`config.mk`:
```
export PLATFORM = sky130hd
export DESIGN_NAME = tuner_phy_ctrl_arb_mc_flat
export DESIGN_NICKNAME = d
export VERILOG_FILES = /design/src/rtl/tuner_phy_ctrl_arb_mc_if.sv /design/src/rtl/tuner_phy_ctrl_arb_mc.sv /design/src/flat_wrapper.sv
export SDC_FILE = /design/constraint.sdc
export NUM_CORES = 1
export LEC_CHECK = 0
export ABC_AREA = 1
export BUFFER_PORTS_ARGS = -buffer_cell sky130_fd_sc_hd__buf_4
export CORE_UTILIZATION = 35
export DETAILED_ROUTE_END_ITERATION = 8
export PLACE_DENSITY = 0.62
export SLEW_MARGIN = 30
export SYNTH_ARGS = -nofsm -noshare
export SYNTH_HDL_FRONTEND = slang
export SYNTH_SLANG_ARGS = --single-unit
```
`constraint.sdc`:
```
create_clock -name clk -period 2 [get_ports clk]
set_clock_uncertainty 0.15 [all_clocks]
set_input_delay 0.1 -clock clk [delete_from_list [all_inputs] [get_ports clk]]
set_output_delay 0.1 -clock clk [all_outputs]
set_load 0.05 [all_outputs]
```
`src/rtl/tuner_phy_ctrl_arb_mc_if.sv`:
```
// Bus bundle between tuner_phy_ctrl_arb_mc and its surroundings.
//
// Channel side : i_ch_req, i_ch_code  -> arbiter
//                o_ch_grant, o_ch_done, o_ch_pwr <- arbiter
// PHY side     : o_tuner_code, o_tuner_valid, o_pwr_req <- arbiter
//                i_pwr_valid, i_pwr -> arbiter
// Status       : o_state, o_err <- arbiter
//
// modport master : the arbiter's view (drives the o_* signals)
// modport slave  : the environment's view (drives the i_* signals)
interface tuner_phy_ctrl_arb_mc_if #(
  parameter int unsigned NUM_CH     = 2,
  parameter int unsigned CODE_WIDTH = 8,
  parameter int unsigned PWR_WIDTH  = 8
);
  logic [NUM_CH-1:0]            i_ch_req;
  logic [NUM_CH*CODE_WIDTH-1:0] i_ch_code;
  logic [NUM_CH-1:0]            o_ch_grant;
  logic [NUM_CH-1:0]            o_ch_done;
  logic [PWR_WIDTH-1:0]         o_ch_pwr;
  logic [CODE_WIDTH-1:0]        o_tuner_code;
  logic                         o_tuner_valid;
  logic                         o_pwr_req;
  logic                         i_pwr_valid;
  logic [PWR_WIDTH-1:0]         i_pwr;
  logic [1:0]                   o_state;
  logic                         o_err;

  modport master (
    input  i_ch_req, i_ch_code, i_pwr_valid, i_pwr,
    output o_ch_grant, o_ch_done, o_ch_pwr, o_tuner_code, o_tuner_valid,
    output o_pwr_req, o_state, o_err
  );

  modport slave (
    output i_ch_req, i_ch_code, i_pwr_valid, i_pwr,
    input  o_ch_grant, o_ch_done, o_ch_pwr, o_tuner_code, o_tuner_valid,
    input  o_pwr_req, o_state, o_err
  );
endinterface

```
`src/rtl/tuner_phy_ctrl_arb_mc.sv`:
```
// Multi-channel arbiter time-sharing one tuner DAC and one power detector among
// NUM_CH controller channels (channel 0 = search, channel 1 = lock).
// Each granted transaction runs INIT -> TUNE -> SYNC -> COMMIT.
//
// Ports:
//   clk   : clock
//   rst_n : asynchronous active-low reset
//   bus   : tuner_phy_ctrl_arb_mc_if.master (channel requests/codes, grants,
//           done pulses, power result, DAC code/strobe, detector trigger/result,
//           phase and timeout error)
//
// Optional feature: define TUNER_ARB_TIMEOUT_EN to bound the SYNC wait to
// TIMEOUT_CYCLES cycles; on expiry o_err pulses and the transaction is dropped.
// Without it SYNC waits indefinitely and o_err is tied low.
//
// All outputs are registered.
module tuner_phy_ctrl_arb_mc #(
  parameter int unsigned NUM_CH         = 2,
  parameter int unsigned CODE_WIDTH     = 8,
  parameter int unsigned PWR_WIDTH      = 8,
  parameter int unsigned SETTLE_CYCLES  = 4,
  parameter int unsigned TIMEOUT_CYCLES = 64
) (
  input logic                    clk,
  input logic                    rst_n,
  tuner_phy_ctrl_arb_mc_if.master bus
);

  localparam int unsigned PtrW = (NUM_CH > 1) ? $clog2(NUM_CH) : 1;
  localparam int unsigned SetW = (SETTLE_CYCLES > 1) ? $clog2(SETTLE_CYCLES) : 1;

  typedef enum logic [1:0] {
    StInit   = 2'd0,
    StTune   = 2'd1,
    StSync   = 2'd2,
    StCommit = 2'd3
  } state_e;

  state_e                state_q, state_d;
  logic [PtrW-1:0]       ptr_q, ptr_d;
  logic [PtrW-1:0]       gidx_q, gidx_d;
  logic [NUM_CH-1:0]     grant_q, grant_d;
  logic [NUM_CH-1:0]     done_q, done_d;
  logic [PWR_WIDTH-1:0]  pwr_q, pwr_d;
  logic [CODE_WIDTH-1:0] code_q, code_d;
  logic                  tvalid_q, tvalid_d;
  logic                  preq_q, preq_d;
  logic [SetW-1:0]       settle_q, settle_d;
  logic                  err_q, err_d;

`ifdef TUNER_ARB_TIMEOUT_EN
  localparam int unsigned TmoW = (TIMEOUT_CYCLES > 1) ? $clog2(TIMEOUT_CYCLES) : 1;
  logic [TmoW-1:0] tmo_q, tmo_d;
`else
  logic unused_timeout;
  assign unused_timeout = (TIMEOUT_CYCLES != 0);
`endif

  // Round-robin search: first asserted request at or after ptr_q, with wrap.
  logic            req_any;
  logic [PtrW-1:0] win_idx;
  int unsigned     cand;
  logic [PtrW-1:0] cand_idx;

  always_comb begin
    req_any  = 1'b0;
    win_idx  = '0;
    cand     = 0;
    cand_idx = '0;
    for (int unsigned i = 0; i < NUM_CH; i++) begin
      cand = int'(ptr_q) + i;
      if (cand >= NUM_CH) cand = cand - NUM_CH;
      cand_idx = PtrW'(cand);
      if (!req_any && bus.i_ch_req[cand_idx]) begin
        req_any = 1'b1;
        win_idx = cand_idx;
      end
    end
  end

  // Pointer moves just past the channel that held the grant.
  logic [PtrW-1:0] ptr_next;
  assign ptr_next = (gidx_q == PtrW'(NUM_CH - 1)) ? '0 : gidx_q + PtrW'(1);

  always_comb begin
    state_d  = state_q;
    ptr_d    = ptr_q;
    gidx_d   = gidx_q;
    grant_d  = grant_q;
    done_d   = '0;
    pwr_d    = pwr_q;
    code_d   = code_q;
    tvalid_d = 1'b0;
    preq_d   = 1'b0;
    settle_d = settle_q;
    err_d    = 1'b0;
`ifdef TUNER_ARB_TIMEOUT_EN
    tmo_d    = tmo_q;
`endif

    unique case (state_q)
      StInit: begin
        if (req_any) begin
          gidx_d           = win_idx;
          grant_d          = '0;
          grant_d[win_idx] = 1'b1;
          code_d           = bus.i_ch_code[win_idx*CODE_WIDTH +: CODE_WIDTH];
          tvalid_d         = 1'b1;
          settle_d         = '0;
          state_d          = StTune;
        end
      end

      StTune: begin
        if (settle_q == SetW'(SETTLE_CYCLES - 1)) begin
          preq_d  = 1'b1;
          state_d = StSync;
`ifdef TUNER_ARB_TIMEOUT_EN
          tmo_d   = '0;
`endif
        end else begin
          settle_d = settle_q + SetW'(1);
        end
      end

      StSync: begin
        // A strobe coincident with o_pwr_req is accepted as well.
        if (bus.i_pwr_valid) begin
          pwr_d   = bus.i_pwr;
          done_d  = grant_q;
          state_d = StCommit;
        end
`ifdef TUNER_ARB_TIMEOUT_EN
        else if (tmo_q == TmoW'(TIMEOUT_CYCLES - 1)) begin
          // Abandon the transaction: no done pulse, power result untouched.
          err_d   = 1'b1;
          grant_d = '0;
          ptr_d   = ptr_next;
          state_d = StInit;
        end else begin
          tmo_d = tmo_q + TmoW'(1);
        end
`endif
      end

      StCommit: begin
        grant_d = '0;
        ptr_d   = ptr_next;
        state_d = StInit;
      end

      default: state_d = StInit;
    endcase
  end

  always_ff @(posedge clk or negedge rst_n) begin
    if (!rst_n) begin
      state_q  <= StInit;
      ptr_q    <= '0;
      gidx_q   <= '0;
      grant_q  <= '0;
      done_q   <= '0;
      pwr_q    <= '0;
      code_q   <= '0;
      tvalid_q <= 1'b0;
      preq_q   <= 1'b0;
      settle_q <= '0;
      err_q    <= 1'b0;
`ifdef TUNER_ARB_TIMEOUT_EN
      tmo_q    <= '0;
`endif
    end else begin
      state_q  <= state_d;
      ptr_q    <= ptr_d;
      gidx_q   <= gidx_d;
      grant_q  <= grant_d;
      done_q   <= done_d;
      pwr_q    <= pwr_d;
      code_q   <= code_d;
      tvalid_q <= tvalid_d;
      preq_q   <= preq_d;
      settle_q <= settle_d;
      err_q    <= err_d;
`ifdef TUNER_ARB_TIMEOUT_EN
      tmo_q    <= tmo_d;
`endif
    end
  end

  assign bus.o_ch_grant    = grant_q;
  assign bus.o_ch_done     = done_q;
  assign bus.o_ch_pwr      = pwr_q;
  assign bus.o_tuner_code  = code_q;
  assign bus.o_tuner_valid = tvalid_q;
  assign bus.o_pwr_req     = preq_q;
  assign bus.o_state       = state_q;
  assign bus.o_err         = err_q;

endmodule
```
`src/flat_wrapper.sv`:
```
// flat-port wrapper written by rule: the top's interface ports become plain ports
module tuner_phy_ctrl_arb_mc_flat 
#(
  parameter int unsigned NUM_CH         = 2,
  parameter int unsigned CODE_WIDTH     = 8,
  parameter int unsigned PWR_WIDTH      = 8,
  parameter int unsigned SETTLE_CYCLES  = 4,
  parameter int unsigned TIMEOUT_CYCLES = 64
)
  (clk, rst_n, bus_i_ch_req, bus_i_ch_code, bus_i_pwr_valid, bus_i_pwr, bus_o_ch_grant, bus_o_ch_done, bus_o_ch_pwr, bus_o_tuner_code, bus_o_tuner_valid, bus_o_pwr_req, bus_o_state, bus_o_err);
  tuner_phy_ctrl_arb_mc_if #(.NUM_CH(NUM_CH), .CODE_WIDTH(CODE_WIDTH), .PWR_WIDTH(PWR_WIDTH)) bus_i ();
  input logic clk;
  input logic rst_n;
  input wire logic [$bits(bus_i.i_ch_req)-1:0] bus_i_ch_req;
  input wire logic [$bits(bus_i.i_ch_code)-1:0] bus_i_ch_code;
  input wire logic [$bits(bus_i.i_pwr_valid)-1:0] bus_i_pwr_valid;
  input wire logic [$bits(bus_i.i_pwr)-1:0] bus_i_pwr;
  output wire logic [$bits(bus_i.o_ch_grant)-1:0] bus_o_ch_grant;
  output wire logic [$bits(bus_i.o_ch_done)-1:0] bus_o_ch_done;
  output wire logic [$bits(bus_i.o_ch_pwr)-1:0] bus_o_ch_pwr;
  output wire logic [$bits(bus_i.o_tuner_code)-1:0] bus_o_tuner_code;
  output wire logic [$bits(bus_i.o_tuner_valid)-1:0] bus_o_tuner_valid;
  output wire logic [$bits(bus_i.o_pwr_req)-1:0] bus_o_pwr_req;
  output wire logic [$bits(bus_i.o_state)-1:0] bus_o_state;
  output wire logic [$bits(bus_i.o_err)-1:0] bus_o_err;
  assign bus_i.i_ch_req = bus_i_ch_req;
  assign bus_i.i_ch_code = bus_i_ch_code;
  assign bus_i.i_pwr_valid = bus_i_pwr_valid;
  assign bus_i.i_pwr = bus_i_pwr;
  assign bus_o_ch_grant = bus_i.o_ch_grant;
  assign bus_o_ch_done = bus_i.o_ch_done;
  assign bus_o_ch_pwr = bus_i.o_ch_pwr;
  assign bus_o_tuner_code = bus_i.o_tuner_code;
  assign bus_o_tuner_valid = bus_i.o_tuner_valid;
  assign bus_o_pwr_req = bus_i.o_pwr_req;
  assign bus_o_state = bus_i.o_state;
  assign bus_o_err = bus_i.o_err;
  tuner_phy_ctrl_arb_mc #(.NUM_CH(NUM_CH), .CODE_WIDTH(CODE_WIDTH), .PWR_WIDTH(PWR_WIDTH), .SETTLE_CYCLES(SETTLE_CYCLES), .TIMEOUT_CYCLES(TIMEOUT_CYCLES)) u_core (.clk(clk), .rst_n(rst_n), .bus(bus_i));
endmodule
```
==> results of run 1 <==
critical path, stage by stage (launching register included):
cell	delay, ns
dfrtp_1	0.45
inv_1	0.11
ha_1	0.24
nand2_2	0.20
mux2_2	0.36
through the flow:
step	cells	hold slack (ns)	utilization, %
after floorplan	152	-0.3456	-
after global placement	248	-0.1156	48.13
after detailed placement	248	-0.1087	48.13
after CTS	269	0.006234	54.24
after global routing	269	0.02847	54.24
final	269	0.004462	54.24
area by class of cell:
type | count | area share (%)
repair buffers | 69 | 28.02
inverters | 14 | 2.627
flip-flops and latches | 28 | 35.02
well taps | 48 | 3.002
multi-input cells | 106 | 28.58
clock buffers | 4 | 2.752
per-layer routing:
metal / track usage [%] / routed length [um]
met1: 18.95 / 1258
met2: 25.92 / 1436
met3: 1.786 / 123
met4: 6.667 / 42
met5: 0 / 0
Yosys cell counts (all sizes together):
cell type  instances  area share, %
buf                4            2.6
nand2             63             18
nand4              3            1.4
nand3             15            5.9
ha                 7            6.4
inv               14            3.9
dfrtp             28             52
nor2               5            1.4
o21ai              3            1.1
conb               1           0.28
mux2               8            6.6
or2                1           0.46
worst min path at each step:
stage,endpoint,start,slack (ns),depth (start not counted)
after floorplan,u_core.bus.o_ch_done[0],rst_n,-0.35,0
after global placement,u_core.bus.o_tuner_code[0],rst_n,-0.12,1
after detailed placement,u_core.bus.o_ch_pwr[4],rst_n,-0.11,1
after CTS,u_core.bus.o_tuner_code[2],bus_i_ch_code[10],0.006,5
after global routing,u_core.bus.o_tuner_code[4],bus_i_ch_code[12],0.03,5
final,u_core.bus.o_tuner_code[3],bus_i_ch_code[11],0.004,5
repair_timing:
action,CTS,global route
hold buffers,17,0
setup buffers,0,0
hold endpoints to repair,44,0
flip-flops by register name (all words and copies together), names as in the netlist:
register and cells:
u_core.ptr_q 1, u_core.bus.o_tuner_code 8, u_core.bus.o_ch_grant 2, u_core.gidx_q 1, u_core.bus.o_state 2, u_core.settle_q 2, u_core.bus.o_pwr_req 1, u_core.bus.o_tuner_valid 1
u_core.bus.o_ch_done 2, u_core.bus.o_ch_pwr 8
kinds of logic after synthesis:
logic type / share of synthesized area, %
AND/OR/NAND/NOR: 27.60
flip-flops: 51.52
buffers and inverters: 6.439
multiplexers: 6.624
adder cells (fa/ha/maj): 6.439
AO/OA/AOI/OAI: 1.104
other: 0.2757
power groups by stage:
stage	Sequential [W]	Clock (W)	Combinational [W]
6_report	0.000976	0.000342	0.00192
3_5_place_dp	0.000989	0	0.00191
4_1_cts	0.000979	0.000354	0.00194
3_3_place_gp	0.000976	0	0.00188
2_1_floorplan	0.00171	0	0.000660
5_1_grt	0.00101	0.000380	0.00207
==> metrics.md, run 1 <==
| Metric | Value |
|---|---|
| Reg2reg end | `u_core.bus.o_ch_pwr[2]` |
| WL/cell | `roughly 11 um` |
| Cell Pwr Density | `around 1600 nW/um^2` |
| Via-to-Cell Ratio | `4.416` |
| Status | `completed` |
| Sw frac | `between 50% and 60%` |
| WP data required | `approximately 2 ns` |
| DRT Wirelength | `approximately 2900 um` |
| Reg2reg setup slack | `approximately 0.38 ns` |
| ANT cells | `0` |
| Starting density of the core | `36.87%` |
| Design Power | `0.003239 W` |
| CTS sink count | `28` |
| Max cap viols | `0` |
| Final #Nets | `between 200 and 300` |
| Worst setup SP type | `flop` |
| Post-Route Setup TNS | `0 ns` |
| Ys Warns | `0` |
| Area of the multi-input gates | `roughly 570 um^2` |
| Syn_area_per_cell | `roughly 9 um^2` |
| Vert. Die Dim | `about 64 um` |
| Max Slew Vio Count | `0` |
| Pre-CTS setup slack | `about 0.37 ns` |
| DR pass1 iterations | `4` |
| Most frequent cells in the layout | `nand2_1 (59), buf_4 (52), dfrtp_1 (28)` |
| Hold crit path type | `in -> reg` |
| CTS tree | `built` |
| Slack of the critical path | `~0.38 ns` |
| Critical Path Fanout Max | `10` |
| Reg clk slew, reported paths | `0.09 ns` |
| DP Area | `~1800 um^2` |
| H-tree levels | `1` |
| Root Driver | `clkbuf_8` |
| Die ar. | `between 4000 and 5000 um^2` |
| Register area | `between 700 and 800 um^2` |
| Total global routing overflow | `0` |
| Top Ports | `between 50 and 60` |
| Int Pwr | `0.001618 W` |
| Yosys reg bits | `28` |
| Fin. Hold Viols | `0` |
| Origin of the worst setup path | `u_core.bus.o_state[0]` |
| Mapped Area | `~1400 um^2` |
| Total GRT Usage | `roughly 15%` |
| Clk network pwr share | `a little over a tenth` |
| Most common cell after layout, fill and taps aside | `nand2_1` |
| RSZ-0062 raised after global routing | `no` |
| IO Port Bufs | `52` |
| Min Tclk post-route | `1.625 ns` |
| Initial antenna violation count | `0` |
| FP Rows | `22` |
| Gpl congestion | `~0.76` |
| Setup violators final | `0` |
| Critical Path AT | `1.63 ns` |
| Critical path type | `reg -> reg` |
| Combinational share of power | `between 50% and 60%` |
| Fillers | `roughly 350` |
| CTS buffer count | `3` |
| Reg2reg start | `u_core.bus.o_state[0]` |
| Largest net degree at the start of global routing | `29` |
| Syn_nets | `188` |
| Sequential area share after synthesis | `about half` |
| Layout cells sized above 1 | `32.58%` |
| Pleak | `approximately 1.1 nW` |
| Skew-Pair Late Insertion Delay | `0.27 ns` |
| Vias in the first global route | `around 1200` |
| Final period util | `81.23%` |
| Switching pwr | `around 0.0016 W` |
| Die width | `~64 um` |
| Peak supply drop | `482.8 uV` |
| Endpoint class of the critical path | `flop` |
| Reg power frac | `between 30 and 40%` |
| Critical Path End | `u_core.bus.o_ch_pwr[2]` |
| Core area | `3689 um^2` |
| Initial DRC count | `51` |
| First-pass GRT wire length | `between 4000 and 5000 um` |
| Area delta synth->final | `47.10%` |
| DRC viols | `0` |
| Post-route ant nets | `0` |
| Routed vias | `between 1000 and 1500` |
| Synth unique cells | `18` |
| Dpl hpwl | `approximately 2100 um` |
| Worst-case clock buffer depth | `2` |
| Cell count after synthesis | `between 150 and 200` |
| Post-CTS Resized | `0` |
| Fmax | `a little over 600 MHz` |
| Reg2Reg Depth | `4` |
| Final Instance Area | `between 2000 and 2500 um^2` |
Power figures use the tool's default switching activity.
==> run 2, diff against run 1 <==
--- a/config.mk
+++ b/config.mk
@@ -9,7 +9,7 @@
 export BUFFER_PORTS_ARGS = -buffer_cell sky130_fd_sc_hd__buf_4
 export CORE_UTILIZATION = 35
 export DETAILED_ROUTE_END_ITERATION = 8
-export PLACE_DENSITY = 0.62
+export PLACE_DENSITY = 0.64
 export SLEW_MARGIN = 30
 export SYNTH_ARGS = -nofsm -noshare
 export SYNTH_HDL_FRONTEND = slang
==> constraint.sdc (replaced) <==
create_clock -name clk -period 1.35 [get_ports clk]
set_clock_uncertainty 0.15 [all_clocks]
set_input_delay 0.0675 -clock clk [delete_from_list [all_inputs] [get_ports clk]]
set_output_delay 0.0675 -clock clk [all_outputs]
set_load 0.05 [all_outputs]
==> metrics.md, run 2 (synthesized netlist as in run 1, its figures left out) <==
| Metric | Value |
|---|---|
| Critical Path AT | `1.48 ns (-0.15 ns)` |
| WP data required | `1.37 ns (-0.64 ns)` |
| Origin of the worst setup path | `u_core.bus.o_state[1]` |
| Critical path type | `reg -> reg` |
| Design Power | `0.005629 W (+74%)` |
| Cells along the critical path | `inv_4 > ha_4 > buf_4 > buf_4 > inv_2 > nand2_2 > nand3_2 > nand2_1` |
| Reg2reg end | `u_core.bus.o_ch_grant[1]` |
| Final #Nets | `280 (+8.5%)` |
| Final period util | `108.3% (+27 points)` |
| Most common cell after layout, fill and taps aside | `buf_4` |
| Core area | `3689 um^2 (unchanged)` |
| Post-route ant nets | `0 (unchanged)` |
| Fin. Hold Viols | `1 (+1)` |
| CTS buffer count | `3 (unchanged)` |
| Max stage delay on crit path | `0.44 ns (about the same)` |
| Min Tclk post-route | `1.462 ns (-0.1627 ns)` |
| Max Slew Vio Count | `0 (unchanged)` |
| Area delta synth->final | `73.69%` |
| Max cap viols | `0 (unchanged)` |
| DRC viols | `0 (unchanged)` |
| Reg2reg start | `u_core.bus.o_state[1]` |
| RSZ-0062 raised after global routing | `yes` |
| Failing checks | `negative hold slack, negative setup slack` |
| WP buf/inv | `4 (+3)` |
| Via-to-Cell Ratio | `4.491 (+1.7%)` |
| Peak supply drop | `987.4 uV (+100%)` |
| Dpl hpwl | `2192 um (+3.8%)` |
| Layout cells sized above 1 | `42.39% (+9.8 points)` |
| Hold buffer count at CTS | `26 (+9)` |
| Critical path depth | `8 (+4)` |
| Total GRT Usage | `18.05% (+2.9 points)` |
| FP Rows | `22 (unchanged)` |
| Fmax | `684.0 MHz (+11%)` |
| Slack of the critical path | `-0.1119 ns (-0.4873 ns)` |
| Vert. Die Dim | `64.34 um (unchanged)` |
| CTS sink count | `28 (unchanged)` |
| Reg2reg setup slack | `-0.11 ns (-0.49 ns)` |
| DR pass1 iterations | `4 (unchanged)` |
| Endpoint class of the critical path | `flop` |
| Most frequent cells in the layout | `buf_4 (61), nand2_1 (58), dlygate4sd3_1 (26), dfrtp_1 (26), nand3_1 (11)` |
| Routed vias | `1307 (+10%)` |
| Hold crit path type | `in -> reg` |
| Hold WS | `-0.02495 ns (-0.02941 ns)` |
| Gpl congestion | `0.8064 (+5.8%)` |
| Crit-path slowest cell | `dfrtp_2` |
| Cell Pwr Density | `2383 nW/um^2 (+47%)` |
| Setup violators final | `24 (+24)` |
| IO Port Bufs | `52 (unchanged)` |
| WL/cell | `12.11 um (+14%)` |
| Pleak | `1.264 nW (+14%)` |
| Initial DRC count | `31 (-39%)` |
| ANT cells | `0 (unchanged)` |
| Die ar. | `4139 um^2 (unchanged)` |
| Critical Path Fanout Max | `4 (-6)` |
| Reg2Reg Depth | `8 (+4)` |
| First-pass GRT wire length | `5858 um (+18%)` |
| Largest net degree at the start of global routing | `29 (unchanged)` |
| Critical Path End | `u_core.bus.o_ch_grant[1]` |
| DRT Wirelength | `3524 um (+23%)` |
| H-tree levels | `1 (unchanged)` |
| Initial antenna violation count | `0 (unchanged)` |
| Reg clk slew, reported paths | `0.09 ns (about the same)` |
| Root Driver | `clkbuf_8` |
| Starting density of the core | `36.87% (unchanged)` |
| Crit-path most repeated cell | `buf_4` |
| Status | `finished with violations` |
| Total global routing overflow | `0 (unchanged)` |
| Worst-case clock buffer depth | `2 (unchanged)` |
| CP delay by family, top | `flip-flops` |
| Top Ports | `54 (unchanged)` |
| Vias in the first global route | `1344 (+15%)` |
| Worst setup SP type | `flop` |
| CTS tree | `built` |
| Die width | `64.34 um (unchanged)` |
| Skew-Pair Late Insertion Delay | `0.27 ns (about the same)` |
## run 2: changes by cell type in the layout (fill, tap and decap cells not counted), sizes merged
cell         change
nand2            +1
buf             +12
dlygate4sd3      +9
## run 2: power by group
part           switching, W  internal (W)
Clock              0.000247      0.000261
Combinational       0.00223       0.00141
Sequential         0.000251       0.00123
Total               0.00273       0.00290
## run 2: worst min-delay path by stage
| stage | depth (start not counted) | slack (ns) | end | start |
|---|---|---|---|---|
| 5_1_grt | 4 | -0.02 | u_core.bus.o_ch_grant[1] | bus_i_ch_req[0] |
| 6_report | 4 | -0.02 | u_core.bus.o_ch_grant[1] | bus_i_ch_req[0] |
| 4_1_cts | 4 | -0.03 | u_core.bus.o_ch_grant[1] | bus_i_ch_req[0] |
| 3_3_place_gp | 1 | -0.15 | u_core.bus.o_ch_pwr[7] | rst_n |
| 2_1_floorplan | 0 | -0.38 | u_core.bus.o_ch_done[0] | rst_n |
| 3_5_place_dp | 1 | -0.14 | u_core.bus.o_ch_pwr[5] | rst_n |
## run 2: what timing repair did
item                                   4_1_cts  5_1_grt
gates resized for setup                     15        4
setup buffers                                5        2
setup endpoints to repair                   23       25
cloned                                       0        1
pin swaps                                    6        7
endpoints found under the hold margin       47        1
## run 2: cell type report
type                       count  area, um^2
timing repair buffer          90       755.7
multi-input combinational    107       718.2
clock buffer                   4       55.05
tap                           48       60.06
fill                         289        1326
sequential                    28       705.7
inverter                      14       67.56
## run 2: routing by layer
metal	global-route usage, %	vias to the layer above	share of wire (%)
met5	0	-	0
met4	7.222	0	1.4
met1	21.35	595	42
met3	2.143	4	4.2
met2	32.76	47	53
li1	-	661	-
## run 2: tightest hold or removal path, delay by kind of cell
kind / cells / cell delay, ns
AND/OR/NAND/NOR: 3 / 0.20
buffers and inverters: 1 / 0.09
## run 2: stage by stage
stage | cells | util [%] | setup slack, ns | TNS [ns] | instance area [um^2]
6_report | 291 | 64.04 | -0.1119 | -1.635 | 2362
5_1_grt | 291 | 64.04 | -0.2339 | -3.043 | 2362
4_1_cts | 288 | 62.92 | -0.1359 | -1.754 | 2321
3_5_place_dp | 253 | 52.37 | -0.1126 | -1.399 | 1932
3_3_place_gp | 253 | 52.37 | -0.09172 | -1.031 | 1932
2_1_floorplan | 152 | - | -0.1623 | -2.335 | 1479
